## config.mk

```make
export PLATFORM = sky130hd
export DESIGN_NAME = issue_scoreboard
export DESIGN_NICKNAME = d
export VERILOG_FILES = /design/src/rtl/arch_pkg.sv /design/src/rtl/sb_match.sv /design/src/rtl/issue_scoreboard.sv
export SDC_FILE = /design/constraint.sdc
export NUM_CORES = 1
export LEC_CHECK = 0
export ABC_AREA = 0
export BUFFER_PORTS_ARGS = -buffer_cell sky130_fd_sc_hd__buf_2
export CORE_MARGIN = 2
export CORE_UTILIZATION = 27
export CTS_CLUSTER_DIAMETER = 200
export CTS_CLUSTER_SIZE = 8
export DETAILED_ROUTE_END_ITERATION = 8
export GPL_TIMING_DRIVEN = 0
export PLACE_DENSITY = 0.45
export SLEW_MARGIN = 5
export SYNTH_ARGS = -nofsm -noshare
export SYNTH_HDL_FRONTEND = slang
export SYNTH_SLANG_ARGS = --single-unit
```

## constraint.sdc

```tcl
create_clock -name clk -period 1.8 [get_ports clk]
set_clock_uncertainty 0.05 [all_clocks]
set_input_delay 0.09 -clock clk [delete_from_list [all_inputs] [get_ports clk]]
set_output_delay 0.09 -clock clk [all_outputs]
set_load 0.1 [all_outputs]
```

## src/rtl/arch_pkg.sv

```systemverilog
// Shared types and constants for the issue scoreboard.
package arch_pkg;

  localparam int ARCH_REG_AW = 5;

  localparam logic [ARCH_REG_AW-1:0] REG_ZERO = '0;
  localparam logic [2:0]             FWD_RF   = 3'd0;

  typedef struct packed {
    logic                   valid;
    logic [ARCH_REG_AW-1:0] wd;
  } sb_entry_t;

endpackage

```

## src/rtl/sb_match.sv

```systemverilog
// Matches one source operand against the in-flight entries and reports the
// youngest pending writer among entries 0..DEPTH-2.
module sb_match
  import arch_pkg::*;
#(
  parameter int DEPTH  = 3,
  parameter int REG_AW = ARCH_REG_AW
) (
  input  logic [REG_AW-1:0]     addr,
  input  logic                  require,
  input  sb_entry_t [DEPTH-1:0] entries,
  output logic                  hit,
  output logic [2:0]            idx
);

  // Scan oldest-to-youngest so the lowest matching index is the one left behind.
  // Entry DEPTH-1 is excluded: the register file write-through covers it.
  always_comb begin
    hit = 1'b0;
    idx = 3'd0;
    for (int i = DEPTH - 2; i >= 0; i--) begin
      if (require && (addr != REG_ZERO) && entries[i].valid && (entries[i].wd == addr)) begin
        hit = 1'b1;
        idx = 3'(i);
      end
    end
  end

endmodule

```

## src/rtl/issue_scoreboard.sv

```systemverilog
// Register-dependency scoreboard between decode and the DEPTH-stage back end.
// Optional forwarding selects are compiled in with `define ISSUE_SB_FWD_EN.
module issue_scoreboard
  import arch_pkg::*;
#(
  parameter int DEPTH  = 3,
  parameter int REG_AW = ARCH_REG_AW
) (
  input  logic              clk,
  input  logic              rst_n,
  input  logic              dec_valid,
  output logic              dec_ready,
  input  logic [REG_AW-1:0] rs,
  input  logic              require_rs,
  input  logic [REG_AW-1:0] rt,
  input  logic              require_rt,
  input  logic [REG_AW-1:0] wd,
  input  logic              reg_write,
  input  logic              flush,
  output logic [2:0]        fwd_rs_sel,
  output logic [2:0]        fwd_rt_sel,
  output logic [31:0]       stall_cycles
);

  // Handshake: an instruction issues on a cycle where dec_valid && dec_ready.
  // dec_ready depends only on the tracked entries and the presented sources,
  // never on dec_valid; decode must hold its fields stable while stalled.

  sb_entry_t [DEPTH-1:0] entries;
  sb_entry_t [DEPTH-1:0] entries_next;

  logic       rs_hit, rt_hit;
  logic [2:0] rs_idx, rt_idx;
  logic       hazard;
  logic       issue;

  sb_match #(.DEPTH(DEPTH), .REG_AW(REG_AW)) u_match_rs (
    .addr    (rs),
    .require (require_rs),
    .entries (entries),
    .hit     (rs_hit),
    .idx     (rs_idx)
  );

  sb_match #(.DEPTH(DEPTH), .REG_AW(REG_AW)) u_match_rt (
    .addr    (rt),
    .require (require_rt),
    .entries (entries),
    .hit     (rt_hit),
    .idx     (rt_idx)
  );

`ifdef ISSUE_SB_FWD_EN
  // Only entry 0 (EX) has no result yet; older matches are forwarded from stage idx.
  always_comb begin
    hazard     = (rs_hit && (rs_idx == 3'd0)) || (rt_hit && (rt_idx == 3'd0));
    fwd_rs_sel = (rs_hit && (rs_idx != 3'd0)) ? rs_idx + 3'd1 : FWD_RF;
    fwd_rt_sel = (rt_hit && (rt_idx != 3'd0)) ? rt_idx + 3'd1 : FWD_RF;
  end
`else
  logic unused_idx;
  assign unused_idx = ^{rs_idx, rt_idx};

  always_comb begin
    hazard     = rs_hit || rt_hit;
    fwd_rs_sel = FWD_RF;
    fwd_rt_sel = FWD_RF;
  end
`endif

  assign dec_ready = !hazard;
  assign issue     = dec_valid && dec_ready;

  always_comb begin
    entries_next = '0;
    for (int i = DEPTH - 1; i >= 1; i--) begin
      entries_next[i] = entries[i-1];
    end
    entries_next[0].valid = issue && reg_write && (wd != REG_ZERO);
    entries_next[0].wd    = wd;
    if (flush) begin
      entries_next = '0;
    end
  end

  always_ff @(posedge clk or negedge rst_n) begin
    if (!rst_n) begin
      entries <= '0;
    end else begin
      entries <= entries_next;
    end
  end

  always_ff @(posedge clk or negedge rst_n) begin
    if (!rst_n) begin
      stall_cycles <= 32'd0;
    end else if (dec_valid && !dec_ready) begin
      stall_cycles <= stall_cycles + 32'd1;
    end
  end

endmodule

```

# Yosys cells after proc, flatten, opt, wreduce, memory -nomap -nowiden
# Index checks and enable logic that the tools add are counted.
[classes] n_reduce_logical=19 add_sub_neg=1 n_mux=5 eq_ne=4
[ops] cell="adder 32 x 1 -> 32 bit (second input constant)" count=1
[ops] cell="equality test 5 bit" count=4
[ops] cell="nonzero test 5 bit" count=3
[ops] cell="logical AND 1 bit" count=14
[ops] cell="two-way mux 12 bit" count=1
[ops] cell="two-way mux 1 bit" count=4
[ops] cell="logical NOT 1 bit" count=1
[ops] cell="logical OR 1 bit" count=1
[word_totals] in_bits=22 wordCells=34 out_inout_bits=39 register_bits=44

# Longest topological paths before layout
# Gate-level depths: netlist of the first run.
[logic_depth] depth_word=12 depth_mapped=7 ltp_nobuf=6

# By module
# From an unflattened synthesis of the first run, not the netlist that was laid out.
[unflattened] hier_cells=225 area_unflattened_um2=2464.9
[modules_own_cells] module="issue_scoreboard" seq_area_each_um2=1251.2 n_inst=1 area_per_inst_um2=2117.0 cells_per_inst=177
[modules_own_cells] module="sb_match" seq_area_each_um2=0.0 n_inst=2 area_per_inst_um2=173.9 cells_per_inst=24

# Least setup slack after synthesis of the first run
# OpenSTA, ideal clock, no wires.
[synth_timing] path_kind="register to register" start="reg stall_cycles[5]" end="reg stall_cycles[25]" path_buffers=0 path_slack_ns=-0.682 arrival_time_ns=2.273 path_stages_with_launch=7 setup_time_ns=0.159 required_time_ns=1.591 synth_period_minus_slack_ns=2.482 path_cell_list="dfrtp_1 > and4_1 > and3_1 > nand4_1 > nor4_2 > nand4_1 > xnor2_1"
[synth_between] elab_chain_len=1
[synth_rtl] item="start: declaration" line="issue_scoreboard.sv:22" rtl="output logic [31:0] stall_cycles"
[synth_rtl] item="start signal: assignment" line="issue_scoreboard.sv:98" rtl="stall_cycles <= stall_cycles + 32'd1;"
[synth_rtl] item="adder 32 x 1 -> 32 bit" line="issue_scoreboard.sv:98"
# Every way passes these cells.
# A chain may end at the register's enable or synchronous reset.

# Final worst setup path of the first run
[layout_timing] start="reg, netlist name entries[8]" end="out dec_ready"
[layout_between] elab_chain_len=6 elab_cells_between_ends=10 classes_between="2 x eq/ne; 4 x mux; 4 x reduce/logical"
[layout_rtl] item="equality test 5 bit" line="sb_match.sv:22" rtl="if (require && (addr != REG_ZERO) && entries[i].valid && (entries[i].wd == addr)) begin"
[layout_rtl] item="logical AND 1 bit" line="sb_match.sv:22"
[layout_rtl] item="two-way mux 1 bit (2 in a row)" line="sb_match.sv:22"
[layout_rtl] item="logical OR 1 bit *" line="issue_scoreboard.sv:65" rtl="hazard = rs_hit || rt_hit;"
[layout_rtl] item="logical NOT 1 bit *" line="issue_scoreboard.sv:71" rtl="assign dec_ready = !hazard;"
[layout_rtl] item="end: declaration" line="issue_scoreboard.sv:12" rtl="output logic dec_ready,"
# Mark *: on every way between the ends. The rest lies on a longest branch, timed or not.

==> flow_metrics.py, run 1 <==
metrics = {
    "floorplanning": {
        "die_h_um": 94.4,
        "start_util": 0.283,
        "ios": 61,
        "die_x_um": 94.4,
        "die_area_sq_mm": 0.00892,
        "rows": 32,
        "coreArea_sq_mm": 0.00781,
    },
    "global_routing": {
        "grt.met3_usage": 0.0263,
        "use_met1": 0.184,
        "grt_util_all_layers": 0.131,
        "antenna_found_initial": 0,
        "use_met2": 0.207,
        "grt_pass1_vias": 1717,
        "grt_overflow_total": 0,
        "grt_pass1_wl_um": 8850,
        "grt_max_degree": 45,
        "top_usage_layer": "met2",
    },
    "final_layout": {
        "nets": 300,
        "n_antenna_cell": 0,
        "drive_gt1_frac": 0.457,
        "area_growth_pct": 40.1,
        "final_area_sq_mm": 0.00309,
        "final_cells": 380,
    },
    "setup_path": {
        "path_class": "reg2out",
        "cp-start-kind": "register",
        "cp.depth": 6,
        "reg2regPathDepth": 7,
        "cpLargestDelayFamily": "compound AO/OA/AOI/OAI gates",
        "max_stage_delay_ns": 0.40,
        "cp_max_fo": 2,
        "path_cells": "xor2_1 > nor4_2 > a32oi_2 > buf_4 > o22a_4 > buf_12",
        "rr_startpoint": "entries[8]",
        "cp.buffers_inverters": 2,
        "r2r_setup_slack_ns": -0.21,
        "critPathArrivalTime_ns": 1.89,
        "cp-end-kind": "output port",
        "slowest_stage": "dfrtp_1",
        "r2r_end": "stall_cycles[1]",
        "required_ns": 1.66,
    },
    "power": {
        "p_per_area_mw_per_mm2": 627,
        "p_leak_nw": 1.41,
        "vdd_drop_max_mv": 0.214,
    },
    "sta": {
        "tns_ns": -5.70,
        "worst_pin_slew_ns": 1.02,
        "hold_viol_final": 0,
        "setup_viol": 34,
        "rsz0062_at_grt": "yes",
        "fin_ws_ns": -0.229,
        "period_share": 1.13,
        "min_period_ns": 2.03,
        "slew_headroom": 0.319,
        "maxSlewViolCount": 0,
        "max_freq_mhz": 493,
    },
    "drt": {
        "via_count": 1683,
        "wl_per_cell_um": 14.3,
        "dr.pass1.iters": 4,
        "drc_errors": 0,
        "viasPerCell": 4.43,
        "routed_wl_um": 5420,
        "ant_nets": 0,
        "drtIter0Drc": 59,
    },
    "logic_synthesis": {
        "synthCells": 196,
        "synth.distinct_cells": 28,
        "synth-async-reset-ratio": 1.00,
        "synth_seq_area_share": 0.499,
        "syn_avg_cell_area_sq_um": 11.3,
        "synth_seq_cells": 44,
        "netlist_area_sq_mm": 0.00221,
        "ys.flop_type": "dfrtp_1",
        "synth_edf_count": 0,
        "yosys_warnings": 0,
    },
    "place": {
        "placed_area_sq_mm": 0.00273,
        "finalWeightedCongestion": 0.831,
        "dp_cells": 357,
        "io_buffers": 54,
        "hpwl_um": 3830,
    },
    "cts": {
        "clkTransAtPathRegs_ns": 0.08,
        "ctsLongestPathBuffers": 2,
        "cts_max_level": 2,
        "cts.sinks": 44,
        "tritoncts": "yes",
        "cts_buffers": 5,
        "clk_latency_ns": 0.30,
        "root_buffer": "clkbuf_8",
    },
    "status": {
        "status": "finished with violations",
        "violations": "setup timing",
    },
    "min_path": {
        "hold_end": "entries[0]",
        "hold_depth": 2,
        "hold_path.startpoint": "wd[0]",
        "hold_path_class": "in2reg",
    },
    "flow_run": {
        "drv_cap": 0,
    },
}
per-layer routing:
layer	wire length (um)	up-vias	part of all wire
met2	2490	41	0.46
met5	0	-	0
met3	258	2	0.048
met4	31	0	0.0057
met1	2640	803	0.49
li1	-	837	-
layout make-up:
cell class,instances,area (sq um)
fillers,783,4710
multi-input cells,145,1170
flip-flops and latches,44,1160
repair buffers,69,438
well taps,102,128
plain buffers,10,104
clock buffers,7,86.3
clock inverters,1,7.51
inverters,2,7.51
logic make-up after synthesis:
| logic type | share of synthesized area |
|---|---|
| AND/OR/NAND/NOR | 0.217 |
| other | 0.00170 |
| buffers and inverters | 0.0408 |
| AO/OA/AOI/OAI | 0.0289 |
| XOR/XNOR | 0.202 |
| multiplexers | 0.00510 |
| adder cells (fa/ha/maj) | 0.00566 |
| flip-flops | 0.499 |
synth_stat cells, types with 3 or more instances:
master,n,area [sq um]
xnor2_1,34,298
nor2b_1,11,68.8
or4_1,3,22.5
nor4_1,3,18.8
and3_1,8,50.1
xor2_1,17,149
and2_1,3,18.8
nand4_1,13,81.3
nor2_1,3,11.3
buf_6,3,33.8
and4_1,5,43.8
buf_4,6,45.0
nand3_1,17,85.1
nand2_1,9,33.8
dfrtp_1,44,1100
power breakdown:
group | switching, W | internal (W) | leakage, nW
Clock | 0.000341 | 0.000312 | 0.0445
Combinational | 0.000179 | 0.0000832 | 0.801
Sequential | 0.0000180 | 0.00101 | 0.564
flip-flops by register name (all words and copies together) (netlist names):
| name | cells |
|---|---|
| entries | 12 |
| stall_cycles | 32 |
per-stage QoR:
step	utilization	hold WS [ns]	worst slack [ns]	total power, W
2_1_floorplan	-	-0.256	-0.206	0.00121
3_5_place_dp	0.349	0.245	-0.375	0.00129
5_1_grt	0.396	0.00242	-0.331	0.00203
4_1_cts	0.384	0.00920	-0.290	0.00196
3_3_place_gp	0.349	0.242	-0.388	0.00128
6_report	0.396	0.0164	-0.229	0.00194
how the worst max path moves through the flow:
stage	startpoint	endpoint	slack, ns
detailed placement	entries[4]	stall_cycles[31]	-0.37
floorplan	stall_cycles[5]	stall_cycles[25]	-0.21
CTS	entries[8]	stall_cycles[25]	-0.29
global route	entries[0]	stall_cycles[24]	-0.33
global placement	entries[4]	stall_cycles[10]	-0.39
finish	entries[8]	dec_ready	-0.23
placed cells by master, fill, tap and decap left out, types with 3 or more instances in the layout:
cell type	Yosys	final
or4_1	3	3
conb_1	1	6
dfrtp_1	44	21
and3_1	8	7
nand4_1	13	13
nor2b_1	11	11
and4_1	5	4
nand2_1	9	7
dfrtp_4	0	11
buf_12	0	4
clkbuf_8	0	6
dfrtp_2	0	12
buf_4	6	10
nor4_2	2	4
nand3_2	0	8
nand3_1	17	9
xor2_1	17	17
dlygate4sd3_1	0	8
and2_1	3	3
buf_2	0	53
xnor2_1	34	32
timing repair:
action	in CTS	in global routing
hold buffers	8	0
endpoints found under the hold margin	51	0
gates resized for setup	11	15
buffers inserted	5	1
gates cloned	1	0
pin swaps	8	8
setup endpoints to repair	33	34
Note: power is estimated with default switching activity, not from simulation.
==> run 2, diff against run 1 <==
--- a/config.mk
+++ b/config.mk
@@ -8,13 +8,13 @@
 export ABC_AREA = 0
 export BUFFER_PORTS_ARGS = -buffer_cell sky130_fd_sc_hd__buf_2
 export CORE_MARGIN = 2
-export CORE_UTILIZATION = 27
+export CORE_UTILIZATION = 30
 export CTS_CLUSTER_DIAMETER = 200
 export CTS_CLUSTER_SIZE = 8
 export DETAILED_ROUTE_END_ITERATION = 8
 export GPL_TIMING_DRIVEN = 0
-export PLACE_DENSITY = 0.45
-export SLEW_MARGIN = 5
+export PLACE_DENSITY = 0.5
+export SLEW_MARGIN = 20
 export SYNTH_ARGS = -nofsm -noshare
 export SYNTH_HDL_FRONTEND = slang
 export SYNTH_SLANG_ARGS = --single-unit
==> run 2 against run 1 <==
  * The flow still finishes with violations (setup timing)
  * Routed wire length decreased by 4.2%
  * Critical endpoint unchanged
  * Combinational power down 4%
  * Critical path depth did not move
  * Setup slack got worse by 0.054 ns
  * Critical path type unchanged
  * Non-clock buffer count down 3
  * Highest routed layer unchanged
  * Final cell count decreased by 1.6%
  * First-iteration DRC count increased by 22%
  * Core utilization increased by 2.2 points
  * Clock-buffer cell count is the same
  * Sequential power is essentially flat
  * Global-route usage grew 0.48 points
  * Register-to-register slack got worse by 0.06 ns
==> flow_metrics.py, run 2 (synthesis gave the netlist of run 1 again) <==
metrics = {
    "status": {
        "violations": "setup timing",
        "status": "finished with violations",
    },
    "drt": {
        "viasPerCell": 4.57,
        "drtIter0Drc": 72,
        "via_count": 1709,
        "dr.pass1.iters": 4,
        "drc_errors": 0,
        "routed_wl_um": 5190,
        "ant_nets": 0,
        "wl_per_cell_um": 13.9,
    },
    "cts": {
        "root_buffer": "clkbuf_8",
        "ctsLongestPathBuffers": 2,
        "cts.sinks": 44,
        "clk_latency_ns": 0.29,
        "tritoncts": "yes",
        "cts_buffers": 5,
        "clkTransAtPathRegs_ns": 0.08,
        "cts_max_level": 2,
    },
    "floorplanning": {
        "start_util": 0.308,
        "coreArea_sq_mm": 0.00718,
        "rows": 31,
        "die_area_sq_mm": 0.00806,
        "die_x_um": 89.8,
        "die_h_um": 89.8,
        "ios": 61,
    },
    "global_routing": {
        "grt_util_all_layers": 0.136,
        "grt_pass1_vias": 1771,
        "grt_max_degree": 45,
        "grt_pass1_wl_um": 8860,
        "grt_overflow_total": 0,
        "antenna_found_initial": 0,
    },
    "place": {
        "hpwl_um": 3580,
        "placed_area_sq_mm": 0.00272,
        "pre_cts_ws_ns": -0.459,
        "finalWeightedCongestion": 0.805,
        "io_buffers": 54,
        "dp_cells": 354,
    },
    "setup_path": {
        "path_cells": "xor2_1 > nor4_2 > a32oi_2 > buf_4 > o22a_4 > buf_12",
        "max_stage_delay_ns": 0.40,
        "cpLargestDelayFamily": "compound AO/OA/AOI/OAI gates",
        "cp-start-kind": "register",
        "slowest_stage": "dfrtp_1",
        "cp.buffers_inverters": 2,
        "path_class": "reg2out",
        "cp_max_fo": 2,
        "required_ns": 1.66,
        "critPathArrivalTime_ns": 1.94,
        "cp-end-kind": "output port",
    },
    "power": {
        "power_w": 0.00188,
        "p_per_area_mw_per_mm2": 625,
        "p_leak_nw": 1.38,
        "vdd_drop_max_mv": 0.253,
    },
    "final_layout": {
        "nets": 297,
        "final_common_cell": "buf_2",
        "largest_register_ffs": 32,
        "n_antenna_cell": 0,
        "drive_gt1_frac": 0.422,
        "final_cells": 374,
        "final_area_sq_mm": 0.00300,
        "largest_register": "stall_cycles",
        "multi_input_area_sq_mm": 0.00112,
        "area_growth_pct": 35.9,
        "mostFrequentLayoutCells": "buf_2, xnor2_1, dfrtp_1",
        "regArea_sq_mm": 0.00116,
        "nFillCells": 711,
        "top_regs": "stall_cycles (32), entries (12)",
    },
    "sta": {
        "worst_pin_slew_ns": 0.570,
        "period_share": 1.16,
        "fin_ws_ns": -0.283,
        "min_period_ns": 2.08,
        "maxSlewViolCount": 0,
        "max_freq_mhz": 480,
        "rsz0062_at_grt": "yes",
        "slew_headroom": 0.620,
        "setup_viol": 33,
        "holdWs_ns": 0.00394,
        "hold_viol_final": 0,
    },
    "min_path": {
        "hold_path_class": "in2reg",
    },
    "flow_run": {
        "drv_cap": 0,
    },
}
run 2: worst reg2reg max path, stage by stage (launching register included):
cell	delay [ns]
dfrtp_1	0.40
xor2_1	0.15
nor4_2	0.33
a32oi_2	0.19
o32ai_4	0.26
buf_12	0.17
buf_6	0.15
nand3_2	0.10
xnor2_2	0.15
run 2: layout make-up:
cell class,count,share of cell area
Multi-Input combinational cell,145,0.373
Timing Repair Buffer,66,0.138
Sequential cell,44,0.386
Buffer,10,0.0317
Inverter,2,0.00250
Clock inverter,1,0.00167
Tap cell,99,0.0413
Clock buffer,7,0.0254
run 2: path summary, 6_finish.rpt:
| path | start | endpoint | slack, ns | cells after the start |
|---|---|---|---|---|
| worst max register to register | entries[9] | stall_cycles[8] | -0.27 | 8 |
| worst max-delay path | entries[9] | dec_ready | -0.28 | 6 |
| worst min register to register | stall_cycles[26] | stall_cycles[26] | 0.43 | 1 |
| min in group asynchronous | rst_n | stall_cycles[28] | 0.28 | 2 |
| max in group asynchronous | rst_n | stall_cycles[2] | 0.98 | 2 |
| worst min-delay path | wd[3] | entries[3] | 0.004 | 2 |
run 2: timing repair:
action	CTS	global route
hold buffers	7	0
endpoints found under the hold margin	49	0
setup buffers	4	0
pin swaps	8	10
endpoints found under the setup margin	33	34
gates resized for setup	9	7
gates cloned	1	0
run 2: through the flow:
step / utilization / setup TNS, ns
after detailed placement: 0.379 / -12.93
after CTS: 0.412 / -10.90
after floorplan: - / -4.08
after global placement: 0.379 / -12.47
after global routing: 0.418 / -11.31
final: 0.418 / -7.80
run 2: routing by layer:
metal,routed length [um],vias to the layer above,global-route usage
li1,-,829,-
met1,2340,839,0.178
met2,2560,39,0.229
met3,246,2,0.0293
met4,41,0,0.0385
met5,0,-,0
run 2: where the power goes:
part           switching, W  internal, W
registers         0.0000176      0.00101
clock network      0.000327     0.000273
logic              0.000172    0.0000800
==> run 3, diff against run 2 <==
--- a/config.mk
+++ b/config.mk
@@ -6,14 +6,15 @@
 export NUM_CORES = 1
 export LEC_CHECK = 0
 export ABC_AREA = 0
-export BUFFER_PORTS_ARGS = -buffer_cell sky130_fd_sc_hd__buf_2
 export CORE_MARGIN = 2
 export CORE_UTILIZATION = 30
 export CTS_CLUSTER_DIAMETER = 200
 export CTS_CLUSTER_SIZE = 8
 export DETAILED_ROUTE_END_ITERATION = 8
+export DONT_BUFFER_PORTS = 1
 export GPL_TIMING_DRIVEN = 0
-export PLACE_DENSITY = 0.5
+export PLACE_DENSITY = 0.41
+export RECOVER_POWER = 50
 export SLEW_MARGIN = 20
 export SYNTH_ARGS = -nofsm -noshare
 export SYNTH_HDL_FRONTEND = slang
==> constraint.sdc (replaced) <==
create_clock -name clk -period 2.1 [get_ports clk]
set_clock_uncertainty 0.05 [all_clocks]
set_input_delay 0.105 -clock clk [delete_from_list [all_inputs] [get_ports clk]]
set_output_delay 0.105 -clock clk [all_outputs]
set_load 0.1 [all_outputs]
==> run 3 against run 2 <==
  * The run still ends with setup timing left
  * Final cell count decreased by 9.9%
  * Clock-buffer cell count grew 1
  * Flip-flop and latch count unchanged
  * Design area down 1.5%
  * Critical path depth is the same
  * Global-route usage hardly changed
  * Sequential power is 10% lower
  * Routed wire length is 3.2% higher
  * Register-to-register slack improved by 0.15 ns
  * Largest power group unchanged
  * Highest routed layer unchanged
==> flow_metrics.py, run 3 (synthesis gave the netlist of run 1 again) <==
metrics = {
    "status": {
        "status": "finished with violations",
        "violations": "setup timing",
    },
    "drt": {
        "dr.pass1.iters": 4,
        "wl_per_cell_um": 15.9,
        "drtIter0Drc": 66,
        "viasPerCell": 4.73,
        "via_count": 1594,
        "drc_errors": 0,
        "routed_wl_um": 5350,
        "ant_nets": 0,
    },
    "cts": {
        "ctsLongestPathBuffers": 2,
        "clkTransAtPathRegs_ns": 0.08,
        "tritoncts": "yes",
        "cts_buffers": 5,
        "cts.sinks": 44,
        "root_buffer": "clkbuf_8",
        "cts_max_level": 2,
        "clk_latency_ns": 0.28,
    },
    "place": {
        "placed_area_sq_mm": 0.00240,
        "hpwl_um": 3700,
        "finalWeightedCongestion": 0.752,
        "io_buffers": 0,
        "dp_cells": 300,
        "pre_cts_ws_ns": -0.295,
    },
    "sta": {
        "max_freq_mhz": 451,
        "tns_ns": -1.00,
        "worst_pin_slew_ns": 1.08,
        "setup_viol": 23,
        "maxSlewViolCount": 0,
        "min_period_ns": 2.22,
        "rsz0062_at_grt": "yes",
        "fin_ws_ns": -0.118,
        "period_share": 1.06,
        "holdWs_ns": 0.149,
        "slew_headroom": 0.280,
        "hold_viol_final": 0,
    },
    "final_layout": {
        "drive_gt1_frac": 0.366,
        "area_growth_pct": 33.8,
        "nFillCells": 703,
        "mostFrequentLayoutCells": "xnor2_1, dfrtp_1, buf_4",
        "largest_register_ffs": 32,
        "final_common_cell": "xnor2_1",
        "top_regs": "stall_cycles (32), entries (12)",
        "final_cells": 337,
        "n_antenna_cell": 0,
        "largest_register": "stall_cycles",
        "nets": 260,
        "final_area_sq_mm": 0.00296,
    },
    "setup_path": {
        "path_class": "reg2reg",
        "cp-end-kind": "register",
        "critPathArrivalTime_ns": 2.30,
        "required_ns": 2.18,
        "path_cells": "and4_4 > and4_4 > nand4_1 > nor2_1 > nand4_1 > xnor2_1",
        "cpLargestDelayFamily": "simple AND/OR/NAND/NOR gates",
        "max_stage_delay_ns": 0.66,
        "cp-start-kind": "register",
        "slowest_stage": "dfrtp_4",
        "cp_max_fo": 6,
        "cp.buffers_inverters": 0,
    },
    "power": {
        "p_per_area_mw_per_mm2": 541,
        "vdd_drop_max_mv": 0.212,
        "p_leak_nw": 1.23,
    },
    "floorplanning": {
        "rows": 31,
        "die_area_sq_mm": 0.00806,
        "coreArea_sq_mm": 0.00718,
        "die_x_um": 89.8,
        "die_h_um": 89.8,
        "start_util": 0.308,
        "ios": 61,
    },
    "global_routing": {
        "grt_pass1_vias": 1705,
        "antenna_found_initial": 0,
        "grt_pass1_wl_um": 8710,
        "grt_max_degree": 45,
        "grt_overflow_total": 0,
        "grt_util_all_layers": 0.136,
    },
    "flow_run": {
        "drv_cap": 0,
    },
    "min_path": {
        "hold_path_class": "in2reg",
    },
}
run 3: routing by layer:
metal / track usage / wire (um) / vias to the layer above / part of all wire
met5: 0 / 0 / - / 0
met4: 0.0526 / 48 / 0 / 0.0090
met3: 0.0469 / 318 / 4 / 0.059
met2: 0.213 / 2610 / 40 / 0.49
met1: 0.174 / 2380 / 796 / 0.44
li1: - / - / 754 / -
run 3: worst register-to-register path, cell delays in order (launching register included):
cell	delay, ns
dfrtp_4	0.66
and4_4	0.30
and4_4	0.23
nand4_1	0.19
nor2_1	0.29
nand4_1	0.15
xnor2_1	0.20
run 3: path summary, 6_finish.rpt:
kind	from	end	slack (ns)	cells after the start
max in group asynchronous	rst_n	stall_cycles[15]	0.64	2
min in group asynchronous	rst_n	stall_cycles[11]	0.58	2
worst min register to register	entries[5]	entries[11]	0.50	1
worst max register to register	stall_cycles[13]	stall_cycles[31]	-0.12	6
worst max-delay path	stall_cycles[13]	stall_cycles[31]	-0.12	6
worst min-delay path	flush	entries[1]	0.15	2
run 3: cell type report:
type | count | area [sq um] | area share
Buffer | 10 | 93.8 | 0.0318
Tap cell | 99 | 124 | 0.0419
Sequential cell | 44 | 1160 | 0.393
Clock buffer | 8 | 90.1 | 0.0305
Timing Repair Buffer | 29 | 305 | 0.103
Inverter | 2 | 7.51 | 0.00254
Multi-Input combinational cell | 145 | 1170 | 0.397
run 3: power by group:
part           leakage [nW]  switching (W)  internal, W
Sequential            0.559      0.0000528     0.000863
Clock                0.0455       0.000261     0.000268
Combinational         0.628      0.0000987    0.0000567
run 3: metrics by stage:
stage                util  total power [W]
floorplan               -          0.00103
global placement    0.334          0.00104
detailed placement  0.334          0.00104
CTS                 0.395          0.00163
global route        0.412          0.00169
finish              0.412          0.00160
run 3: repair_timing:
action	CTS	global route
buffers inserted	9	7
hold buffers	10	0
setup endpoints to repair	24	34
gates cloned	3	0
gates resized for setup	29	18
pin swaps	16	14
endpoints found under the hold margin	51	0
